**src/rtl/noc_flit_sender_pkg.sv**
```systemverilog
// ---------------------------------------------------------------------------
// noc_flit_sender_pkg: shared FSM encoding and flit defaults for the sender.
// Revision 1.0
// ---------------------------------------------------------------------------
`default_nettype none

`ifndef Noc_Data_Width
`define Noc_Data_Width 32
`endif

package noc_flit_sender_pkg;

   typedef enum logic [1:0] {
      ST_IDLE = 2'd0,
      ST_HDR  = 2'd1,
      ST_BODY = 2'd2
   } state_e;

   localparam int C_NOC_DATA_W = `Noc_Data_Width;

   // Header occupies dest_x, dest_y, src_x, src_y and len, MSB-aligned.
   function automatic int hdr_bits(input int coord_w, input int len_w);
      return 4 * coord_w + len_w;
   endfunction

endpackage

`default_nettype wire

```
**src/rtl/noc_sender_out_reg.sv**
```systemverilog
// ---------------------------------------------------------------------------
// noc_sender_out_reg: holding output register for the flit port with load_ok.
// Revision 1.0
// ---------------------------------------------------------------------------
`default_nettype none

module noc_sender_out_reg #(
   parameter int DATA_W = 32
) (
   input  logic              clk_i,
   input  logic              rst_ni,
   input  logic              load_i,
   input  logic              ready_i,
   input  logic [DATA_W-1:0] flit_i,
   input  logic              hdr_i,
   input  logic              tail_i,
   output logic              load_ok_o,
   output logic              valid_o,
   output logic [DATA_W-1:0] flit_o,
   output logic              hdr_o,
   output logic              tail_o
);

   logic              valid_q;
   logic [DATA_W-1:0] flit_q;
   logic              hdr_q;
   logic              tail_q;

   assign load_ok_o = !valid_q | ready_i;

   // Payload and flags only move on a real load so a stalled flit stays put.
   always_ff @(posedge clk_i or negedge rst_ni) begin
      if (!rst_ni) begin
         valid_q <= 1'b0;
         flit_q  <= '0;
         hdr_q   <= 1'b0;
         tail_q  <= 1'b0;
      end else if (load_ok_o) begin
         valid_q <= load_i;
         if (load_i) begin
            flit_q <= flit_i;
            hdr_q  <= hdr_i;
            tail_q <= tail_i;
         end
      end
   end

   assign valid_o = valid_q;
   assign flit_o  = flit_q;
   assign hdr_o   = hdr_q;
   assign tail_o  = tail_q;

endmodule

`default_nettype wire

```
**src/rtl/noc_flit_sender.sv**
```systemverilog
// ---------------------------------------------------------------------------
// noc_flit_sender: packet request + payload stream -> header/body/tail flits.
// Revision 1.0 -- optional stall watchdog: NOC_SENDER_STALL_WDOG_EN
// ---------------------------------------------------------------------------
`default_nettype none

`ifndef Noc_Data_Width
`define Noc_Data_Width 32
`endif

module noc_flit_sender
   import noc_flit_sender_pkg::*;
#(
   parameter int DATA_W   = `Noc_Data_Width,
   parameter int COORD_W  = 4,
   parameter int LEN_W    = 4,
   parameter int SRC_X    = 0,
   parameter int SRC_Y    = 0,
   parameter int WDOG_CYC = 1024
) (
   input  logic               noc_clk,
   input  logic               rst_n,
   input  logic               pkt_valid,
   output logic               pkt_ready,
   input  logic [COORD_W-1:0] pkt_dest_x,
   input  logic [COORD_W-1:0] pkt_dest_y,
   input  logic [LEN_W-1:0]   pkt_len,
   input  logic               data_valid,
   output logic               data_ready,
   input  logic [DATA_W-1:0]  data,
   output logic               Noc_send_valid,
   input  logic               Noc_send_ready,
   output logic [DATA_W-1:0]  Noc_send_flit,
   input  logic               Noc_send_VCready,
   output logic               Noc_send_is_header,
   output logic               Noc_send_is_tail,
   output logic               busy,
   output logic               stall_err
);

   localparam int HDR_W = hdr_bits(COORD_W, LEN_W);

   state_e             state_q;
   logic [COORD_W-1:0] dx_q;
   logic [COORD_W-1:0] dy_q;
   logic [LEN_W-1:0]   len_q;
   logic [LEN_W-1:0]   rem_q;
   logic               busy_q;
   logic               en_q;

   logic               w_load_ok;
   logic               w_hdr_load;
   logic               w_body_load;
   logic               w_hdr_last;
   logic               w_body_last;
   logic               w_accept;
   logic               w_load;
   logic               w_tail;
   logic               w_tx_tail;
   logic [HDR_W-1:0]   w_hdr_fields;
   logic [DATA_W-1:0]  w_hdr;
   logic [DATA_W-1:0]  w_flit;

   assign w_hdr_fields = {dx_q, dy_q, COORD_W'(SRC_X), COORD_W'(SRC_Y), len_q};
   assign w_hdr        = DATA_W'(w_hdr_fields) << (DATA_W - HDR_W);

   assign w_hdr_load  = (state_q == ST_HDR) & Noc_send_VCready & w_load_ok;
   assign w_body_load = (state_q == ST_BODY) & data_valid & w_load_ok;
   assign w_hdr_last  = w_hdr_load & (len_q == '0);
   assign w_body_last = w_body_load & (rem_q == LEN_W'(1));

   // Accepting while the tail loads removes the bubble between packets.
   assign pkt_ready  = en_q & ((state_q == ST_IDLE) | w_hdr_last | w_body_last);
   assign w_accept   = pkt_valid & pkt_ready;
   assign data_ready = (state_q == ST_BODY) & w_load_ok;

   assign w_load    = w_hdr_load | w_body_load;
   assign w_flit    = w_hdr_load ? w_hdr : data;
   assign w_tail    = w_hdr_last | w_body_last;
   assign w_tx_tail = Noc_send_valid & Noc_send_ready & Noc_send_is_tail;
   assign busy      = busy_q;

   noc_sender_out_reg #(
      .DATA_W (DATA_W)
   ) u_out_reg (
      .clk_i     (noc_clk),
      .rst_ni    (rst_n),
      .load_i    (w_load),
      .ready_i   (Noc_send_ready),
      .flit_i    (w_flit),
      .hdr_i     (w_hdr_load),
      .tail_i    (w_tail),
      .load_ok_o (w_load_ok),
      .valid_o   (Noc_send_valid),
      .flit_o    (Noc_send_flit),
      .hdr_o     (Noc_send_is_header),
      .tail_o    (Noc_send_is_tail)
   );

   always_ff @(posedge noc_clk or negedge rst_n) begin
      if (!rst_n) begin
         state_q <= ST_IDLE;
         dx_q    <= '0;
         dy_q    <= '0;
         len_q   <= '0;
         rem_q   <= '0;
         busy_q  <= 1'b0;
         en_q    <= 1'b0;
      end else begin
         en_q <= 1'b1;
         if (w_accept) begin
            dx_q   <= pkt_dest_x;
            dy_q   <= pkt_dest_y;
            len_q  <= pkt_len;
            busy_q <= 1'b1;
         end else if (w_tx_tail && (state_q == ST_IDLE)) begin
            busy_q <= 1'b0;
         end
         case (state_q)
            ST_IDLE: begin
               if (w_accept) state_q <= ST_HDR;
            end
            ST_HDR: begin
               if (w_hdr_load) begin
                  if (len_q == '0) begin
                     state_q <= w_accept ? ST_HDR : ST_IDLE;
                  end else begin
                     rem_q   <= len_q;
                     state_q <= ST_BODY;
                  end
               end
            end
            ST_BODY: begin
               if (w_body_load) begin
                  rem_q <= rem_q - LEN_W'(1);
                  if (rem_q == LEN_W'(1)) state_q <= w_accept ? ST_HDR : ST_IDLE;
               end
            end
            default: state_q <= ST_IDLE;
         endcase
      end
   end

`ifdef NOC_SENDER_STALL_WDOG_EN
   localparam int WD_W = $clog2(WDOG_CYC + 1);

   logic [WD_W-1:0] wd_cnt_q;
   logic            stall_err_q;
   logic            w_stall;

   assign w_stall = Noc_send_valid & !Noc_send_ready;

   always_ff @(posedge noc_clk or negedge rst_n) begin
      if (!rst_n) begin
         wd_cnt_q    <= '0;
         stall_err_q <= 1'b0;
      end else begin
         if (Noc_send_valid && Noc_send_ready) begin
            wd_cnt_q <= '0;
         end else if (w_stall && (wd_cnt_q != WD_W'(WDOG_CYC))) begin
            wd_cnt_q <= wd_cnt_q + WD_W'(1);
         end
         if (w_stall && (wd_cnt_q == WD_W'(WDOG_CYC - 1))) stall_err_q <= 1'b1;
      end
   end

   assign stall_err = stall_err_q;
`else
   assign stall_err = 1'b0;
`endif

endmodule

`default_nettype wire

```
**config.mk**
```make
export PLATFORM = sky130hd
export DESIGN_NAME = noc_flit_sender
export DESIGN_NICKNAME = d
export VERILOG_FILES = /design/src/rtl/noc_flit_sender_pkg.sv /design/src/rtl/noc_sender_out_reg.sv /design/src/rtl/noc_flit_sender.sv
export SDC_FILE = /design/constraint.sdc
export NUM_CORES = 1
export LEC_CHECK = 0
export CELL_PAD_IN_SITES_DETAIL_PLACEMENT = 0
export CELL_PAD_IN_SITES_GLOBAL_PLACEMENT = 2
export CORE_MARGIN = 3
export CORE_UTILIZATION = 30
export DETAILED_ROUTE_END_ITERATION = 8
export MAX_ROUTING_LAYER = met4
export PLACE_DENSITY_LB_ADDON = 0.1
export SYNTH_ARGS = -nofsm -noshare
export SYNTH_HDL_FRONTEND = slang
export SYNTH_SLANG_ARGS = --single-unit
```
**constraint.sdc**
```tcl
create_clock -name noc_clk -period 3.6 [get_ports noc_clk]
set_clock_uncertainty 0.05 [all_clocks]
set_input_delay 0.72 -clock noc_clk [delete_from_list [all_inputs] [get_ports noc_clk]]
set_output_delay 0.72 -clock noc_clk [all_outputs]
set_load 0.01 [all_outputs]
```
==> summary.md <==
| Metric | Value |
|---|---|
| Via Count | `~1800` |
| Final min period | `around 3.3 ns` |
| Vias in the first global route | `roughly 1800` |
| Initial DRC count | `36` |
| Status | `finished, final reports clean` |
| # clock sinks | `55` |
| Post_cts resized | `0` |
| CTS max path bufs | `2` |
| CTS root buffer | `clkbuf_8` |
| Post-route DRC violation count | `0` |
| FMAX | `between 300 and 400 MHz` |
| Synthesized area per cell | `approximately 13 sq um` |
| Commonest non-fill, non-tap cell in the layout | `clkdlybuf4s50_1` |
| CP required | `about 2.8 ns` |
| Number of CTS-inserted buffers | `5` |
| Final setup fails | `0` |
| Max VDD drop | `0.304 mV` |
| Post-Route WL | `5990 um` |
| Synthesized cell area | `roughly 0.0024 sq mm` |
| Vias/cell | `a little under 5` |
| CP arrival | `between 2 and 3 ns` |
| Core ar. | `between 0.007 and 0.008 sq mm` |
| DR pass1 iterations | `4` |
| Fin worst setup slack | `~0.33 ns` |
| Placed Area | `about 0.0033 sq mm` |
| I/O Buffers | `a little under 90` |
| Cells after Synth | `between 150 and 200` |
| Total grt overflow | `0` |
| Final hold vios | `0` |
| Avg WL per Cell | `approximately 16 um` |
| RSZ-0062 raised after global routing | `false` |
| Relative max-transition margin | `a little under two fifths` |
| Largest net degree at the start of global routing | `42` |
| Worst Tran Pin Value | `around 0.94 ns` |
| Number of diodes | `0` |
| Clock Pin Slew Worst Setup and Hold Paths | `approximately 0.10 ns` |
| Final #Nets | `roughly 320` |
| Die area | `about 0.0090 sq mm` |
| Crit path launch type | `input port` |
| Library cells used by synthesis | `37` |
| Total design power | `between 0.002 and 0.003 W` |
| Hold_buf cts | `0` |
| Initial core utilization | `about a third` |
| Peak fanout along the critical path | `3` |
| Most frequent cells in the layout | `clkdlybuf4s50_1, dfrtp_1, a22o_1` |
| Layout cells sized above 1 | `a little over an eighth` |
| Syn Nets | `around 230` |
| Post-CTS Setup Inserts | `0` |
| Final period utilization | `a little over 90%` |
| Post-Place Setup Slack | `approximately 0.35 ns` |
| Area added between synthesis and finish | `44.9%` |
| Max Slew Vio Count | `0` |
| Worst Hold Class | `reg -> reg` |
| Row count | `31` |
| Global-route wire length before repair | `between 9000 and 10000 um` |
| Seq/Total Area, Yosys | `58.4%` |
| Antenna Nets Post-Route | `0` |
| DP Wirelength | `a little over 4000 um` |
| Finished Cell Area | `~0.0034 sq mm` |
| Crit Path Class | `in -> out` |
| Total GRT Usage | `between 10% and 20%` |
| Worst setup EP type | `output pin` |
| Die width | `94.6 um` |
| Flops & latches, synth | `55` |
| Ys Warns | `0` |
| Number of I/O pins | `89` |
| Share of the core filled with cells | `between 40% and 50%` |
| RD Place Congestion | `0.734` |
| Chip height | `between 90 and 100 um` |
| Htree depth | `2` |
| Cell leakage power | `between 1.5 and 2 nW` |
| Setup total negative slack | `0 ns` |
| MaxCap Viol Count | `0` |
| Worst-Skew Late Latency | `roughly 0.31 ns` |
| CTS tree | `built` |
| PwrDens | `between 700 and 800 mW/mm^2` |
| Initial antenna violation count | `0` |
## synth_stat cells
master	instances	area, sq um
dfrtp_1	55	1380
a22o_1	29	254
buf_2	10	50.1
nor2_1	10	37.5
a21o_1	9	67.6
mux2_4	8	120
nand3_1	5	25.0
mux2_2	4	45.0
nand2_1	4	15.0
nor3_1	4	20.0
a21oi_1	3	15.0
and3_1	3	18.8
inv_1	3	11.3
nand2b_1	3	18.8
nor2b_1	3	18.8
o22ai_1	3	18.8
clkbuf_1	2	7.51
conb_1	2	7.51
ha_1	2	25.0
o21ai_0	2	10.0
o221a_2	2	22.5
a211o_1	1	8.76
a21boi_0	1	7.51
a21o_2	1	8.76
a21oi_4	1	16.3
a221o_2	1	11.3
a221oi_2	1	15.0
a22oi_1	1	7.51
a31o_2	1	8.76
a41oi_2	1	16.3
buf_12	1	20.0
buf_4	1	7.51
nand4_1	1	6.26
nor4_2	1	12.5
nor4bb_1	1	10.0
or2_2	1	6.26
or4b_1	1	10.0
## critical path: stages
cell	delay [ns]
clkdlybuf4s50_1	0.50
nor4bb_1	0.31
nand3_1	0.20
a21boi_0	0.20
clkdlybuf4s50_1	0.56
## sequential cells by signal (all words and copies together), names as in the netlist
| signal | cells |
|---|---|
| u_out_reg.flit_o | 32 |
| u_out_reg.hdr_o | 1 |
| len_q | 4 |
| rem_q | 4 |
| u_out_reg.tail_o | 1 |
| dy_q | 4 |
| en_q | 1 |
| dx_q | 4 |
| state_q | 2 |
| u_out_reg.valid_o | 1 |
| busy | 1 |
## cells by family after synthesis
| family | Yosys count | synth area share (%) |
|---|---|---|
| mux | 12 | 7.01 |
| fa+ha+maj | 2 | 1.06 |
| buf+inv | 17 | 4.09 |
| compound gates | 57 | 20.7 |
| simple gates | 37 | 8.44 |
| flops | 55 | 58.4 |
| other cells | 2 | 0.319 |
## worst paths after layout
path / to / slack, ns / start / cells after the start
max in group asynchronous: dx_q[2]$_DFFE_PN0P_ / 2.22 / rst_n / 2
hold reg to reg: u_out_reg.flit_o[28]$_DFFE_PN0P_ / 0.43 / u_out_reg.flit_o[28]$_DFFE_PN0P_ / 1
hold / removal: u_out_reg.flit_o[28]$_DFFE_PN0P_ / 0.43 / u_out_reg.flit_o[28]$_DFFE_PN0P_ / 1
setup / recovery: pkt_ready / 0.33 / data_valid / 5
min in group asynchronous: u_out_reg.flit_o[7]$_DFFE_PN0P_ / 0.50 / rst_n / 1
setup reg to reg: len_q[0]$_DFFE_PN0P_ / 1.28 / rem_q[1]$_DFFE_PN0P_ / 6
## metal layers
layer / wire length, um / GRT usage [%]
met5: 0 / -
met4: 59 / 3.85
met3: 382 / 3.35
met2: 2700 / 20.8
met1: 2850 / 20.2
## power by group
part / total (W) / internal [W] / leakage (nW) / switching (W)
Clock: 0.000436 / 0.000229 / 0.0618 / 0.000207
Combinational: 0.00110 / 0.000651 / 0.776 / 0.000446
Sequential: 0.00106 / 0.000880 / 0.680 / 0.000180
Total: 0.00259 / 0.00176 / 1.52 / 0.000832
## per-stage QoR
| step | hold slack, ns | std cells |
|---|---|---|
| 2_1_floorplan | 0.374 | 182 |
| 3_3_place_gp | 0.412 | 358 |
| 3_5_place_dp | 0.415 | 358 |
| 4_1_cts | 0.440 | 366 |
| 5_1_grt | 0.462 | 366 |
| 6_report | 0.435 | 366 |
## layout make-up
cell class                 count  area, sq um
multi-input combinational    110          887
clock inverter                 2         38.8
clock buffer                   6         82.6
inverter                       3         11.3
tap                           99          124
timing repair buffer          91          896
fill                         699         4030
sequential                    55         1380
Power figures use the tool's default switching activity.
==> RTL edit 1 (config.mk and constraints unchanged) <==
The option `NOC_SENDER_STALL_WDOG_EN` is turned on by a define.
--- a/src/rtl/noc_flit_sender.sv
+++ b/src/rtl/noc_flit_sender.sv
@@ -3,6 +3,8 @@
 // Revision 1.0 -- optional stall watchdog: NOC_SENDER_STALL_WDOG_EN
 // ---------------------------------------------------------------------------
 `default_nettype none
+
+`define NOC_SENDER_STALL_WDOG_EN
 
 `ifndef Noc_Data_Width
 `define Noc_Data_Width 32
Formal check against the unedited RTL: same outputs for any inputs over 4 cycles, from zero or initial values and one cycle with rst_n low; that may be too few to reach the edited logic, so the function may still have changed.
==> RTL edit 1 against the original RTL <==
Sequential cell count is 12 higher; largest cell class unchanged; power is 30% higher; setup slack worse by 0.015 ns; worst hold slack worse by 0.027 ns; register-to-register slack better by 0.16 ns; synthesized area is 29% higher; design area is 25% higher; wire length is 36% higher.
==> RTL edit 1: results (changes against the original RTL) <==
Outcome: completed (unchanged). The fraction of layout instances using a drive strength above 1 was 0.114 (was 0.135). The reg-to-reg setup timing slack is 1.44 ns (was 1.28 ns). The count of fill cells added during filler insertion came out at 1001 (was 699). The share of synthesized area occupied by flip-flops and latches is 0.552 (was 0.584). Top cells by area in the synthesized netlist: sky130_fd_sc_hd__dfrtp_1 55%, sky130_fd_sc_hd__a22o_1 5.8%, sky130_fd_sc_hd__mux2_4 4.0% (was sky130_fd_sc_hd__dfrtp_1 58%, sky130_fd_sc_hd__a22o_1 11%, sky130_fd_sc_hd__mux2_4 5.1%). The via count of the first global-routing pass is 2632 (was 1782). The largest fanout on the critical path came out at 8 (was 3).

The worst-case vdd ir drop is 0.000367 V (was 0.000304 V). The half-perimeter wire length after placement is 5530 um (was 4050 um). The classification of the worst-slack hold path is in -> async (was reg -> reg). The total CTS buffers came to 9 (was 5).

The insertion delay of the later-clocked pin in the worst-skew pair was 0.34 ns (was 0.31 ns). The net switching power figure was 0.00116 W (was 0.000832 W). The transition time of the tightest slew-check pin came to 0.788 ns (was 0.939 ns).

The routed via count divided by cell count came out at 4.85 (was 4.90). The largest net degree at the start of global routing is 34 (was 42). The count of nets after finishing came out at 416 (was 318).

The count of buffers inserted at the top-level ports came out at 88 (was 87). The global-route wire length before repair came out at 13600 um (was 9660 um). The number of H-tree branching levels is 3 (was 2). The overall track demand over capacity in global routing came out at 0.158 (was 0.144). Most frequent cells after synthesis: 67 x sky130_fd_sc_hd__dfrtp_1, 20 x sky130_fd_sc_hd__a22o_1, 16 x sky130_fd_sc_hd__nand3_1 (was 55 x sky130_fd_sc_hd__dfrtp_1, 29 x sky130_fd_sc_hd__a22o_1, 10 x sky130_fd_sc_hd__buf_2, 10 x sky130_fd_sc_hd__nor2_1, 9 x sky130_fd_sc_hd__a21o_1). The leakage dissipation is 1.88 nW (was 1.52 nW).

The clock slew at the register clock pins of the worst setup and hold paths came out at 0.07 ns (was 0.10 ns). The power attributed to combinational cells is 0.00136 W (was 0.00110 W). The cell internal power dissipation is 0.00221 W (was 0.00176 W).
==> RTL edit 1: changes by cell type after synthesis, moves of 4 or more <==
| cell | change |
|---|---|
| sky130_fd_sc_hd__dfrtp_1 | +12 |
| sky130_fd_sc_hd__o22ai_1 | +12 |
| sky130_fd_sc_hd__inv_1 | +11 |
| sky130_fd_sc_hd__nand2_1 | +11 |
| sky130_fd_sc_hd__nand3_1 | +11 |
| sky130_fd_sc_hd__a22o_1 | -9 |
| sky130_fd_sc_hd__a21o_1 | -7 |
| sky130_fd_sc_hd__nand4_1 | +7 |
| sky130_fd_sc_hd__clkbuf_1 | +5 |
| sky130_fd_sc_hd__a31oi_1 | +4 |
| sky130_fd_sc_hd__mux2_1 | +4 |
| sky130_fd_sc_hd__mux2_2 | -4 |
| sky130_fd_sc_hd__nor2b_1 | +4 |
| sky130_fd_sc_hd__nor3_1 | +4 |
==> RTL edit 1: layout make-up <==
cell class                      instances  area, um2  share of cell area
Inverter                               14       52.6              0.0123
Sequential cell                        67       1680               0.393
Tap cell                              133        166              0.0390
Multi-Input combinational cell        170       1210               0.284
Timing Repair Buffer                  100        966               0.226
Clock inverter                          4       50.0              0.0117
Clock buffer                           12        145              0.0340
==> RTL edit 1: cell families (layout without fill, tap and decap cells) <==
| kind of cell | after synthesis | after routing | share of synthesized area |
|---|---|---|---|
| AND/OR/NAND/NOR | 89 | 89 | 0.162 |
| flip-flops | 67 | 67 | 0.552 |
| AO/OA/AOI/OAI | 61 | 61 | 0.155 |
| buffers and inverters | 31 | 130 | 0.0482 |
| multiplexers | 15 | 15 | 0.0643 |
| adder cells (fa/ha/maj) | 4 | 4 | 0.0165 |
| other | 1 | 1 | 0.00124 |
==> RTL edit 1: worst max-delay path: stages <==
cell,delay (ns)
sky130_fd_sc_hd__clkdlybuf4s50_1,0.50
sky130_fd_sc_hd__nand2b_1,0.31
sky130_fd_sc_hd__nand4_2,0.22
sky130_fd_sc_hd__a31oi_1,0.20
sky130_fd_sc_hd__clkdlybuf4s50_1,0.56
==> RTL edit 1: layer usage <==
metal / GRT usage / routed length [um] / up-vias / share of wire
met4: 0.0475 / 63 / 0 / 0.0077
met1: 0.211 / 3950 / 1171 / 0.49
met3: 0.0584 / 556 / 7 / 0.068
met5: - / 0 / - / 0
met2: 0.224 / 3570 / 70 / 0.44
li1: - / - / 1177 / -
==> RTL edit 1: stage by stage <==
step                instances  setup WS, ns  hold slack (ns)
finish                    500         0.317            0.407
global route              500         0.148            0.463
floorplan                 268          1.47            0.374
global placement          484         0.291            0.411
CTS                       500         0.256            0.427
detailed placement        484         0.256            0.414
==> RTL edit 2 (same settings) <==
Made on the original files. Encoding of `state_e`: now one-hot (3 bits for 3 states).
--- a/src/rtl/noc_flit_sender_pkg.sv
+++ b/src/rtl/noc_flit_sender_pkg.sv
@@ -10,10 +10,10 @@
 
 package noc_flit_sender_pkg;
 
-   typedef enum logic [1:0] {
-      ST_IDLE = 2'd0,
-      ST_HDR  = 2'd1,
-      ST_BODY = 2'd2
+   typedef enum logic [2:0] {
+      ST_IDLE = 3'b001,
+      ST_HDR  = 3'b010,
+      ST_BODY = 3'b100
    } state_e;
 
    localparam int C_NOC_DATA_W = `Noc_Data_Width;
Check against the original RTL: no difference found for any inputs over 10 cycles, from zero or initial values and one cycle with rst_n low; not proved beyond that.
==> RTL edit 2 against the original RTL <==
Critical path depth increased by 1; synthesized area increased by 1.9%; non-clock buffer count increased by 1; via count increased by 1.4%; largest cell class unchanged; design area increased by 1.3%; wire length decreased by 0.68%; combinational power decreased by 29%; setup slack got worse by 0.039 ns; highest routed layer unchanged; sequential cell count increased by 1; power decreased by 16%.
==> RTL edit 2: results (changes against the original RTL) <==
The overall track demand over capacity in global routing was 0.139 (was 0.144). The depth of the worst register-to-register path is 4 (was 6). The sequential cell area share was 0.405 (was 0.403).

The full die area is 9120 um2 (was 8960 um2). The number of DRC violations after detailed-routing iteration 0 came out at 41 (was 36). The layout multi-input combinational cell count is 117 (was 110). The adder and majority gate portion of the synthesized area came out at 0.0104 (was 0.0106). The highest clock frequency the design can meet came out at 0.302 GHz (was 0.306 GHz).

The global placement routability congestion is 0.766 (was 0.734). The worst-case vdd ir drop came out at 0.000231 V (was 0.000304 V). The leakage dissipation came to 1.54 nW (was 1.52 nW). The power drawn by the clock network is 0.000351 W (was 0.000436 W). The largest fanout on the critical path is 9 (was 3).

The post-synth net total is 241 (was 234). The classification of the worst-slack hold path is in -> async (was reg -> reg). The transition time of the tightest slew-check pin is 0.661 ns (was 0.939 ns).

The area of the multi-input gates was 921 um2 (was 887 um2). The largest net degree at the start of global routing came out at 34 (was 42). The post-synthesis compound-gate area fraction is 0.207 (about the same). The reg-to-reg critical path startpoint is state_q[1]$_DFFE_PN0P_ (was rem_q[1]$_DFFE_PN0P_).

The total wire length is 5950 um (was 5990 um). Outcome: completed (unchanged). The layout buffer count excluding clock buffers is 92 (was 91).

The instance area after placement came out at 3370 um2 (was 3290 um2). The startpoint of the most critical setup path is Noc_send_ready (was data_valid). The count of nets after finishing came out at 328 (was 318). The critical path data arrival time is 2.54 ns (was 2.50 ns). The average wire per standard cell is 15.7 um (was 16.4 um). The worst slack at placement was 0.272 ns (was 0.353 ns). Top cells by area in the synthesized netlist: sky130_fd_sc_hd__dfrtp_1 57%, sky130_fd_sc_hd__a22o_1 11%, sky130_fd_sc_hd__mux2_1 6.1% (was sky130_fd_sc_hd__dfrtp_1 58%, sky130_fd_sc_hd__a22o_1 11%, sky130_fd_sc_hd__mux2_4 5.1%). The switching fraction of total power came out at 0.305 (was 0.321). The share of synthesized area occupied by flip-flops and latches is 0.584 (about the same).

The relative area of non-clock buffer cells in the final design is 0.261 (was 0.262).
[RTL edit 2: cell count changes after synthesis, moves of 3 or more]
| cell | delta |
|---|---|
| sky130_fd_sc_hd__a21o_1 | +5 |
| sky130_fd_sc_hd__mux2_2 | -4 |
| sky130_fd_sc_hd__o22ai_1 | -3 |
| sky130_fd_sc_hd__mux2_1 | +13 |
| sky130_fd_sc_hd__nor2b_1 | -3 |
| sky130_fd_sc_hd__nor2_1 | -6 |
| sky130_fd_sc_hd__nand3b_1 | +3 |
| sky130_fd_sc_hd__mux2_4 | -8 |
| sky130_fd_sc_hd__nand2_1 | +4 |
[RTL edit 2: per-layer routing]
layer | vias to the layer above | track usage | share of wire
li1 | 873 | - | -
met4 | 0 | 0.0355 | 0.0081
met1 | 873 | 0.194 | 0.48
met2 | 68 | 0.201 | 0.43
met5 | - | - | 0
met3 | 5 | 0.0371 | 0.080
